<file path="config.mk">
export PLATFORM = sky130hd
export DESIGN_NAME = aes_stream_ctrl
export DESIGN_NICKNAME = d
export VERILOG_FILES = /design/src/rtl/aes_stream_ctrl.sv
export SDC_FILE = /design/constraint.sdc
export NUM_CORES = 1
export LEC_CHECK = 0
export CORE_AREA = 2 2 232 234
export DETAILED_ROUTE_END_ITERATION = 12
export DIE_AREA = 0 0 234 236
export PLACE_DENSITY = 0.76
export RECOVER_POWER = 50
export SKIP_CTS_REPAIR_TIMING = 1
export SLEW_MARGIN = 5
export SYNTH_ARGS = -nofsm -noshare
export SYNTH_HDL_FRONTEND = slang
export SYNTH_SLANG_ARGS = --single-unit
</file>
<file path="constraint.sdc">
create_clock -name clk -period 1.99 [get_ports clk]
set_input_delay 0.398 -clock clk [delete_from_list [all_inputs] [get_ports clk]]
set_output_delay 0.398 -clock clk [all_outputs]
set_load 0.1 [all_outputs]
</file>
<file path="src/rtl/aes_stream_ctrl.sv">
// Framed 32-bit command front-end for aes_top: decodes a command word, assembles
// key/block, pulses the core, and streams the 128-bit result back as four words.
module aes_stream_ctrl #(
  parameter int KEY_S = 256,
  parameter int BLK_S = 128
) (
  input  logic             clk,
  input  logic             reset,
  input  logic [31:0]      s_tdata,
  input  logic             s_tvalid,
  input  logic             s_tlast,
  output logic             s_tready,
  output logic [31:0]      m_tdata,
  output logic             m_tvalid,
  output logic             m_tlast,
  input  logic             m_tready,
  output logic             aes_en,
  output logic             aes128_mode,
  output logic             aes256_mode,
  output logic             cipher_mode,
  output logic             decipher_mode,
  output logic             key_exp_mode,
  output logic [KEY_S-1:0] aes_key,
  output logic [BLK_S-1:0] aes_in_blk,
  input  logic [BLK_S-1:0] aes_out_blk,
  input  logic             aes_en_o,
  output logic             busy,
  output logic             done,
  output logic             err
);

  localparam int KEY_W = KEY_S / 32;
  localparam int BLK_W = BLK_S / 32;

  // state | meaning
  // IDLE  | wait for command word      LOAD  | store key/block words
  // ISSUE | aes_en pulse               WAIT  | core busy, inputs frozen
  // SEND  | stream result out          DRAIN | discard rest of a bad frame
  typedef enum logic [2:0] {
    IDLE  = 3'd0,
    LOAD  = 3'd1,
    ISSUE = 3'd2,
    WAIT  = 3'd3,
    SEND  = 3'd4,
    DRAIN = 3'd5
  } state_t;

  state_t state, next_state;

  logic [2:0]       cnt;
  logic [1:0]       out_cnt;
  logic             op_kexp;
  logic             op_cipher;
  logic             op_decipher;
  logic             cmd_256;
  logic             key256;
  logic             key_loaded;
  logic [BLK_S-1:0] out_blk;

  logic       s_hs;
  logic       m_hs;
  logic       cmd_onehot;
  logic       cmd_bad;
  logic       last_word;
  logic [2:0] last_idx;
  logic       err_set;
  logic       done_set;
  logic       job;

  assign s_hs       = s_tvalid && s_tready;
  assign m_hs       = m_tvalid && m_tready;
  assign cmd_onehot = (s_tdata[2:0] == 3'b001) || (s_tdata[2:0] == 3'b010) ||
                      (s_tdata[2:0] == 3'b100);
  assign cmd_bad    = !cmd_onehot || (!s_tdata[0] && !key_loaded);
  assign last_idx   = (op_kexp && cmd_256) ? 3'(KEY_W - 1) : 3'(BLK_W - 1);
  assign last_word  = (cnt == last_idx);

  always_comb begin
    next_state = state;
    err_set    = 1'b0;
    done_set   = 1'b0;
    case (state)
      IDLE: begin
        if (s_hs) begin
          if (cmd_bad) begin
            if (s_tlast) err_set = 1'b1;
            else         next_state = DRAIN;
          end else begin
            next_state = LOAD;
          end
        end
      end
      LOAD: begin
        if (s_hs) begin
          if (last_word) begin
            next_state = s_tlast ? ISSUE : DRAIN;
          end else if (s_tlast) begin
            err_set    = 1'b1;
            next_state = IDLE;
          end
        end
      end
      ISSUE: next_state = WAIT;
      WAIT: begin
        if (aes_en_o) begin
          if (op_kexp) begin
            done_set   = 1'b1;
            next_state = IDLE;
          end else begin
            next_state = SEND;
          end
        end
      end
      SEND: begin
        if (m_hs && (out_cnt == 2'd3)) next_state = IDLE;
      end
      DRAIN: begin
        if (s_hs && s_tlast) begin
          err_set    = 1'b1;
          next_state = IDLE;
        end
      end
      default: next_state = IDLE;
    endcase
  end

  // Mode lines are only driven while a job is with the core; the key size for
  // cipher/decipher comes from the last completed key expansion.
  always_comb begin
    job           = (state == ISSUE) || (state == WAIT);
    s_tready      = (state == IDLE) || (state == LOAD) || (state == DRAIN);
    aes_en        = (state == ISSUE);
    busy          = (state != IDLE);
    m_tvalid      = (state == SEND);
    m_tlast       = (state == SEND) && (out_cnt == 2'd3);
    key_exp_mode  = job && op_kexp;
    cipher_mode   = job && op_cipher;
    decipher_mode = job && op_decipher;
    aes256_mode   = job && (op_kexp ? cmd_256 : key256);
    aes128_mode   = job && !(op_kexp ? cmd_256 : key256);
  end

  always_comb begin
    m_tdata = '0;
    if (state == SEND) begin
      case (out_cnt)
        2'd0:    m_tdata = out_blk[BLK_S-1  -: 32];
        2'd1:    m_tdata = out_blk[BLK_S-33 -: 32];
        2'd2:    m_tdata = out_blk[BLK_S-65 -: 32];
        default: m_tdata = out_blk[BLK_S-97 -: 32];
      endcase
    end
  end

  always_ff @(posedge clk) begin
    if (reset) begin
      state       <= IDLE;
      cnt         <= '0;
      out_cnt     <= '0;
      op_kexp     <= 1'b0;
      op_cipher   <= 1'b0;
      op_decipher <= 1'b0;
      cmd_256     <= 1'b0;
      key256      <= 1'b0;
      key_loaded  <= 1'b0;
      out_blk     <= '0;
      aes_key     <= '0;
      aes_in_blk  <= '0;
      done        <= 1'b0;
      err         <= 1'b0;
    end else begin
      state <= next_state;
      done  <= done_set;
      err   <= err_set;
      case (state)
        IDLE: begin
          if (s_hs && !cmd_bad) begin
            op_kexp     <= s_tdata[0];
            op_cipher   <= s_tdata[1];
            op_decipher <= s_tdata[2];
            cmd_256     <= s_tdata[4];
            cnt         <= '0;
            if (s_tdata[0] && !s_tdata[4]) aes_key[KEY_S/2-1:0] <= '0;
          end
        end
        LOAD: begin
          if (s_hs) begin
            cnt <= cnt + 3'd1;
            if (op_kexp) begin
              for (int i = 0; i < KEY_W; i++) begin
                if (cnt == 3'(i)) aes_key[KEY_S-1-32*i -: 32] <= s_tdata;
              end
            end else begin
              for (int i = 0; i < BLK_W; i++) begin
                if (cnt == 3'(i)) aes_in_blk[BLK_S-1-32*i -: 32] <= s_tdata;
              end
            end
          end
        end
        WAIT: begin
          if (aes_en_o) begin
            if (op_kexp) begin
              key_loaded <= 1'b1;
              key256     <= cmd_256;
            end else begin
              out_blk <= aes_out_blk;
              out_cnt <= '0;
            end
          end
        end
        SEND: begin
          if (m_hs) out_cnt <= out_cnt + 2'd1;
        end
        default: ;
      endcase
    end
  end

endmodule

</file>
# Word-level counts from Yosys, hierarchy flattened
# Index checks and enable logic that the tools add are counted.
[op_classes]
addsub = 2
eq_ne = 35
mux = 40
bitwise_logic = 3
reduce_logical = 52
[op_table]
columns = ["op", "count"]
rows = [
  ["2-to-1 mux 128 bit", 4],
  ["case mux 128 bit (2 select lines)", 1],
  ["2-to-1 mux 32 bit", 5],
  ["case mux 32 bit (3 select lines)", 1],
  ["2-to-1 mux 3 bit", 14],
  ["AND reduction 4 bit", 9],
  ["AND reduction 6 bit", 4],
  ["equality test 3 bit, second input constant", 7],
  ["case mux 3 bit (6 select lines)", 1],
  ["inequality test 2 x 1 -> 1 bit, second input constant", 8],
  ["equality test 3 x 2 -> 1 bit, second input constant", 5],
  ["logical AND 1 bit", 14],
  ["inequality test 2 bit, second input constant", 6],
  ["equality test 3 x 1 -> 1 bit, second input constant", 3],
  ["AND reduction 3 bit", 3],
  ["2-to-1 mux 1 bit", 8],
  ["AND reduction 7 bit", 1],
  ["logical NOT 1 bit", 6],
  ["logical NOT 3 bit", 2],
  ["logical OR 1 bit", 6],
  ["2-to-1 mux 2 bit", 3],
  ["inequality test 3 bit, second input constant", 2],
  ["case mux 3 bit (2 select lines)", 1],
  ["equality test 2 bit, second input constant", 2],
  ["other kinds (12)", 16],
]
[totals]
ff_bits = 528
input_bits = 166
output_inout_bits = 428
word_cells = 156

# Longest topological paths before layout
# Gate-level depths: netlist (run 1).
[logic_depth]
word_depth = 9
mapped_depth = 9
mapped_depth_nobuf = 7

# Least setup slack after synthesis (run 1)
# OpenSTA, ideal clock, no wires.
[synth_timing]
path_kind = "reg-to-output"
from = "reg out_cnt[0]"
to = "out m_tdata[10]"
t_arrival_ns = 2.438
required_time_ns = 1.592
setup_slack_ns = -0.846
stages_incl_launch_ff = 8
path_buffers = 1
path_cell_list = "dfxtp_1 -> inv_1 -> ha_1 -> clkbuf_1 -> a222oi_1 -> nor2_1 -> a21oi_1 -> nor2_1"
[synth_between]
elab_chain_cells = 3
[synth_lines]
columns = ["element", "line", "text"]
rows = [
  ["from (decl)", "51", "logic [1:0] out_cnt;"],
  ["from (signal assigned)", "212", "if (m_hs) out_cnt <= out_cnt + 2'd1;"],
  ["equality test 2 bit (tied with other cells)", "146", "case (out_cnt)"],
  ["case mux 32 bit (3 select lines) (*)", "146", ""],
  ["2-to-1 mux 32 bit (*)", "145", "if (state == SEND) begin"],
  ["to (decl)", "13", "output logic [31:0] m_tdata,"],
]
# Mark *: on every way between the ends. The rest lies on a longest branch, timed or not.

# Worst setup path in the final report (run 1)
[layout_timing]
from = "reg out_cnt[0]"
to = "out m_tdata[6]"
# The elaborated chain is that of the path after synthesis.

==> metrics, run 1 <==
Seq/Total Area, Yosys=0.529; clock insertion delay at the later pin of the skew report=0.63 ns; area of placed instances=0.0273 mm2; hold path startpoint=aes_out_blk[16]; worst rel slew slack=0.491; start-to-end type of the worst setup path=reg -> out; most frequent cells in the layout=sky130_fd_sc_hd__nand2_1, sky130_fd_sc_hd__dfxtp_1, sky130_fd_sc_hd__a21oi_1; post-place setup slack=-0.746 ns; path category of the worst min-delay check=in -> reg; ys flop type=sky130_fd_sc_hd__dfxtp_1; power density of the placed cells=889 mW/mm2; Synth Net Count=2793; total detailed-routing wirelength=84300 um; final RePlAce weighted congestion=around 0.92; area delta synth->final=44.6%; H-tree depth reported by CTS=2; violations in the final reports=negative setup slack; worst setup slack after layout=-0.678 ns; layout cells sized above 1=0.251; Clock Pin Slew Worst Setup and Hold Paths=0.06 ns; initial cell density of the core=0.377; Yosys Warn Count=0; Core ar.=0.0531 mm2; chip height=236 um; maximum number of pins on one net before global-route repair=105; total gr overflow=0; top-level I/O count=594; drt drc=0; clock net sink count=528; mean cell area of the mapped netlist=7.64 um2; detailed-routing iteration count for the pre-antenna-repair pass=6; commonest non-fill, non-tap cell in the layout=sky130_fd_sc_hd__nand2_1; slew at the pin closest to its max-slew limit=0.757 ns; Worst setup EP type=output pin; library cell used as clock root buffer=sky130_fd_sc_hd__clkbuf_16; number of cells after detailed placement=3804; IO Port Bufs=593; post-layout total power=25.7 mW; required time at the worst-slack endpoint=1.59 ns; GRT Util Overall=0.286; peak fanout along the critical path=8; design area=~0.029 mm2; fill cell count=4812; critical path data arrival time=2.27 ns; area enclosed by the die boundary=between 0.05 and 0.06 mm2; CP Launch Point=out_cnt[0]; final std cells w/o fill=a little under 4k; count of unique library cells instantiated by Yosys=47; fin. max-slew vios=0; synthesized instance count=between 2k and 3k; number of enable flip-flop cells after synthesis=0; global-route wire length before repair=121000 um; setup repair after global routing missed its margin=true; kind of start point of the critical path=register; DR vias/cell=5.30; final critical path time including I/O delays and setup=between 2 and 3 ns; crit share post-route=1.34; number of setup violations in the final report=approximately 110; static power due to leakage=10.8 nW; Layout Skew=roughly 0.045 ns; DP HPWL=about 58000 um; clock tree from TritonCTS=built; final number of hold-violating endpoints=0; number of cell rows=85; vias in the first global route=roughly 19k; asr flop ratio synth=0; highest clock rate=roughly 0.37 GHz; number of buffers added by the clock tree synthesis step=56; run status=finished, violations left; synthesis-stage register bit count=528; starting DRC count in detailed routing=around 1.9k; clock tree buffer depth=3; number of routed nets with antenna violations=0; reg-to-reg startpoint=state[2]; number of maximum-capacitance constraint violations=0; Post-Syn Area=0.0200 mm2; floorplan die width=234 um; routed wirelength normalized by instance count=21.4 um; antenna violations before repair=6; total via count in the routed design=about 21k; total number of nets in the final design=3365; worst vdd ir=roughly 0.79 mV
## cells in the mapped netlist (all sizes together) (6+ instances only)
library cell,count,area share
ha,11,0.0069
nand3,101,0.025
nor2,82,0.015
nand2,946,0.18
buf,36,0.012
or2,35,0.011
nor3,6,0.0020
dfxtp,528,0.53
a21oi,557,0.14
clkbuf,207,0.039
inv,14,0.0026
and2,9,0.0028
a222oi,32,0.016
## registers in the layout (all words and copies together) (netlist names)
register	cells
aes_key	256
aes_in_blk	128
out_blk	128
cnt	3
state	3
out_cnt	2
cmd_256	1
done	1
err	1
key256	1
key_loaded	1
op_cipher	1
op_decipher	1
op_kexp	1
## power by group
| group | internal [mW] | leakage, nW | total, mW | switching (mW) |
|---|---|---|---|---|
| Combinational | 1.27 | 5.56 | 3.96 | 2.69 |
| Clock | 6.31 | 0.939 | 11.0 | 4.64 |
| Sequential | 10.7 | 4.26 | 10.8 | 0.0845 |
## final cells by class
type,instances,area [um2],area share
Multi-Input combinational cell,1831,8930,0.309
Tap cell,696,871,0.0301
Clock buffer,74,1590,0.0550
Antenna cell,3,7.51,0.000260
Inverter,14,62.6,0.00216
Sequential cell,528,10600,0.366
Clock inverter,29,354,0.0123
Timing Repair Buffer,757,6500,0.225
## critical path, cell delays in order (launching register included)
cell and delay (ns):
sky130_fd_sc_hd__dfxtp_2 0.34, sky130_fd_sc_hd__buf_6 0.12, sky130_fd_sc_hd__ha_4 0.18, sky130_fd_sc_hd__buf_12 0.15, sky130_fd_sc_hd__a222oi_1 0.38, sky130_fd_sc_hd__nor2_1 0.11
sky130_fd_sc_hd__a21oi_2 0.16, sky130_fd_sc_hd__nor2_4 0.05, sky130_fd_sc_hd__buf_12 0.16
## cells by family (layout without fill, tap and decap cells)
logic type                 after synthesis  in the layout  share of synthesized area
DFF                                    528            528                      0.529
other                                    0              3                          0
adders and majority gates               11             11                    0.00689
and+or+nand+nor                       1201           1201                      0.242
xor gates and xnor gates                 1              1                   0.000438
AOI/OAI and AO/OA                      613            613                      0.167
buffers and inverters                  257            874                     0.0530
muxes                                    5              5                    0.00250
## layer usage
metal  vias up  global-route usage  part of all wire
li1       9723                   -                 -
met1      9840               0.353              0.38
met2      1063               0.454              0.46
met3       212              0.0974              0.11
met4         4               0.117             0.044
met5         -                   0           0.00027
## worst paths after layout
check	slack (ns)	cells after the start	endpoint
worst max-delay path	-0.68	8	m_tdata[6]
worst min-delay path	0.33	3	out_blk[16]
worst max register to register	-0.15	8	out_blk[56]
worst min register to register	0.45	2	aes_key[158]
## stage by stage
step	setup TNS (ns)	hold WS, ns	util
after global placement	-145.12	0.442	0.515
after global routing	-44.51	0.319	0.545
final	-23.72	0.332	0.545
after CTS	-28.84	-0.0165	0.552
after floorplan	-0.755	0.434	-
after detailed placement	-158.16	0.446	0.515
No activity file was read; power rests on OpenSTA's default activity.
==> run 2: changes to the inputs <==
--- a/config.mk
+++ b/config.mk
@@ -10,6 +10,7 @@
 export DIE_AREA = 0 0 234 236
 export PLACE_DENSITY = 0.76
 export RECOVER_POWER = 50
+export SETUP_SLACK_MARGIN = 0.1
 export SKIP_CTS_REPAIR_TIMING = 1
 export SLEW_MARGIN = 5
 export SYNTH_ARGS = -nofsm -noshare
==> run 2 against run 1 <==
The flow still finishes with violations (negative setup slack). Critical path type unchanged. Sequential share of layout area decreased by 3.1 points. Sequential cell count unchanged. Worst setup slack got worse by 0.098 ns. Register-to-register slack got worse by 0.02 ns. Non-clock buffer count increased by 68. Critical path depth unchanged. Die area unchanged. Global-route usage decreased by 1.1 points.
==> metrics, run 2 (synthesis results as in run 1) <==
DR vias/cell=5.46 (+3.0%); design area=0.0316 mm2 (+9.4%); H-tree depth reported by CTS=2 (unchanged); layout cells sized above 1=0.354 (+0.103); GRT Util Overall=0.275 (-0.0105); total via count in the routed design=21.8k (+4.7%); antenna violations before repair=4 (-2); clock insertion delay at the later pin of the skew report=0.63 ns (about the same); static power due to leakage=11.9 nW (+11%); Layout Skew=0.0202 ns (-0.0251 ns); crit share post-route=1.39 (+0.0492); total gr overflow=0 (unchanged); number of cells after detailed placement=3831 (+0.71%); number of buffers added by the clock tree synthesis step=55 (-1.8%); clock tree buffer depth=3 (unchanged); clock tree from TritonCTS=built; floorplan die width=234 um (unchanged); final RePlAce weighted congestion=0.888 (-3.0%); start-to-end type of the worst setup path=reg -> out; post-layout total power=26.3 mW (+2.3%); top flop regs=aes_key x256, aes_in_blk x128, out_blk x128; area delta synth->final=58.2%; critical path data arrival time=2.37 ns (+0.10 ns); Clock Pin Slew Worst Setup and Hold Paths=0.06 ns (about the same); number of cell rows=85 (unchanged); category of cells accounting for the largest share of critical-path delay=compound AO/OA/AOI/OAI gates; highest clock rate=0.362 GHz (-3.5%); final critical path time including I/O delays and setup=2.77 ns (+0.0979 ns); area of placed instances=0.0276 mm2 (+0.79%); initial cell density of the core=0.377 (unchanged); starting DRC count in detailed routing=2189 (+12%); slowest cell delay on critical path=0.43 ns (+0.05 ns); number of maximum-capacitance constraint violations=0 (unchanged); Critical path buffers and inverters=3 (unchanged); routed wirelength normalized by instance count=22.6 um (+5.4%); violations in the final reports=negative setup slack; final std cells w/o fill=3996 (+1.6%); kind of start point of the critical path=register; number of flip-flops in the largest register=256 (unchanged); chip height=236 um (unchanged); DP HPWL=55100 um (-4.7%); power density of the placed cells=831 mW/mm2 (-6.5%); run status=finished, violations left; number of setup violations in the final report=272 (+160%); peak fanout along the critical path=15 (+7); area enclosed by the die boundary=0.0552 mm2 (unchanged); total number of nets in the final design=3432 (+2.0%); final number of hold-violating endpoints=0 (unchanged); global-route wire length before repair=116000 um (-3.5%); top-level I/O count=594 (unchanged); detailed-routing iteration count for the pre-antenna-repair pass=7 (+1); total detailed-routing wirelength=90300 um (+7.1%); ordered list of cells on the worst path=inv_4, ha_4, buf_4, a222oi_1, nor2_2, a21oi_2, nor2_4, buf_12; required time at the worst-slack endpoint=1.59 ns (about the same); commonest non-fill, non-tap cell in the layout=sky130_fd_sc_hd__nand2_1; most frequent cells in the layout=sky130_fd_sc_hd__nand2_1, sky130_fd_sc_hd__dfxtp_1, sky130_fd_sc_hd__a21oi_1; path category of the worst min-delay check=in -> reg; drt drc=0 (unchanged); Reg with most FFs=aes_key; Worst setup EP type=output pin; worst setup slack after layout=-0.776 ns (-0.0979 ns); Core ar.=0.0531 mm2 (unchanged); clock net sink count=528 (unchanged); IO Port Bufs=593 (unchanged); Crit-path slowest cell=sky130_fd_sc_hd__a222oi_1; worst hold slack=0.144 ns (-0.188 ns); maximum number of pins on one net before global-route repair=120 (+14%); fin. max-slew vios=0 (unchanged); vias in the first global route=19.4k (+1.4%); slew at the pin closest to its max-slew limit=0.757 ns (-0.000373 ns); number of routed nets with antenna violations=0 (unchanged); worst rel slew slack=0.495 (+0.00457); final setup TNS=-35.58 ns (-11.86 ns); library cell used as clock root buffer=sky130_fd_sc_hd__clkbuf_16; setup repair after global routing missed its margin=true; worst vdd ir=1.02 mV (+28%)
run 2: layout make-up:
type	count	area, um2
Timing Repair Buffer	825	7600
Sequential cell	528	10600
Tap cell	696	871
Fill cell	4420	21400
Clock inverter	25	308
Multi-Input combinational cell	1831	10600
Inverter	14	62.6
Antenna cell	4	10.0
Clock buffer	73	1540
run 2: metal layers:
metal	vias to the layer above	routed length, um	GRT usage	part of all wire
met5	-	0	0	0
met4	0	6860	0.133	0.076
met3	383	9980	0.0786	0.11
met2	1352	41400	0.449	0.46
met1	10200	32100	0.331	0.36
li1	9872	-	-	-
run 2: worst paths after layout:
kind	from	slack, ns	depth (start not counted)	endpoint
max	out_cnt[0]	-0.78	8	m_tdata[29]
min	reset	0.14	2	out_blk[76]
max reg2reg	state[0]	-0.17	9	aes_key[90]
min reg2reg	out_blk[91]	0.45	2	out_blk[91]
run 2: through the flow:
stage	util	setup WS, ns
finish	0.596	-0.776
CTS	0.554	-0.808
floorplan	-	-0.346
global route	0.596	-0.844
detailed placement	0.519	-0.570
global placement	0.519	-0.527
run 2: worst register-to-register path, cell delays in order, from the launching register on:
cell and delay [ns]:
sky130_fd_sc_hd__dfxtp_4 0.36, sky130_fd_sc_hd__buf_6 0.12, sky130_fd_sc_hd__buf_6 0.11, sky130_fd_sc_hd__buf_6 0.12, sky130_fd_sc_hd__or4_4 0.42, sky130_fd_sc_hd__buf_8 0.16
sky130_fd_sc_hd__a21oi_4 0.26, sky130_fd_sc_hd__clkbuf_16 0.26, sky130_fd_sc_hd__nand3_4 0.09, sky130_fd_sc_hd__a21oi_2 0.19
run 2: power by group:
part / leakage [nW] / switching, mW / internal [mW]
clock network: 0.913 / 4.56 / 6.12
logic: 6.75 / 3.14 / 1.68
registers: 4.26 / 0.0910 / 10.7
total: 11.9 / 7.79 / 18.5
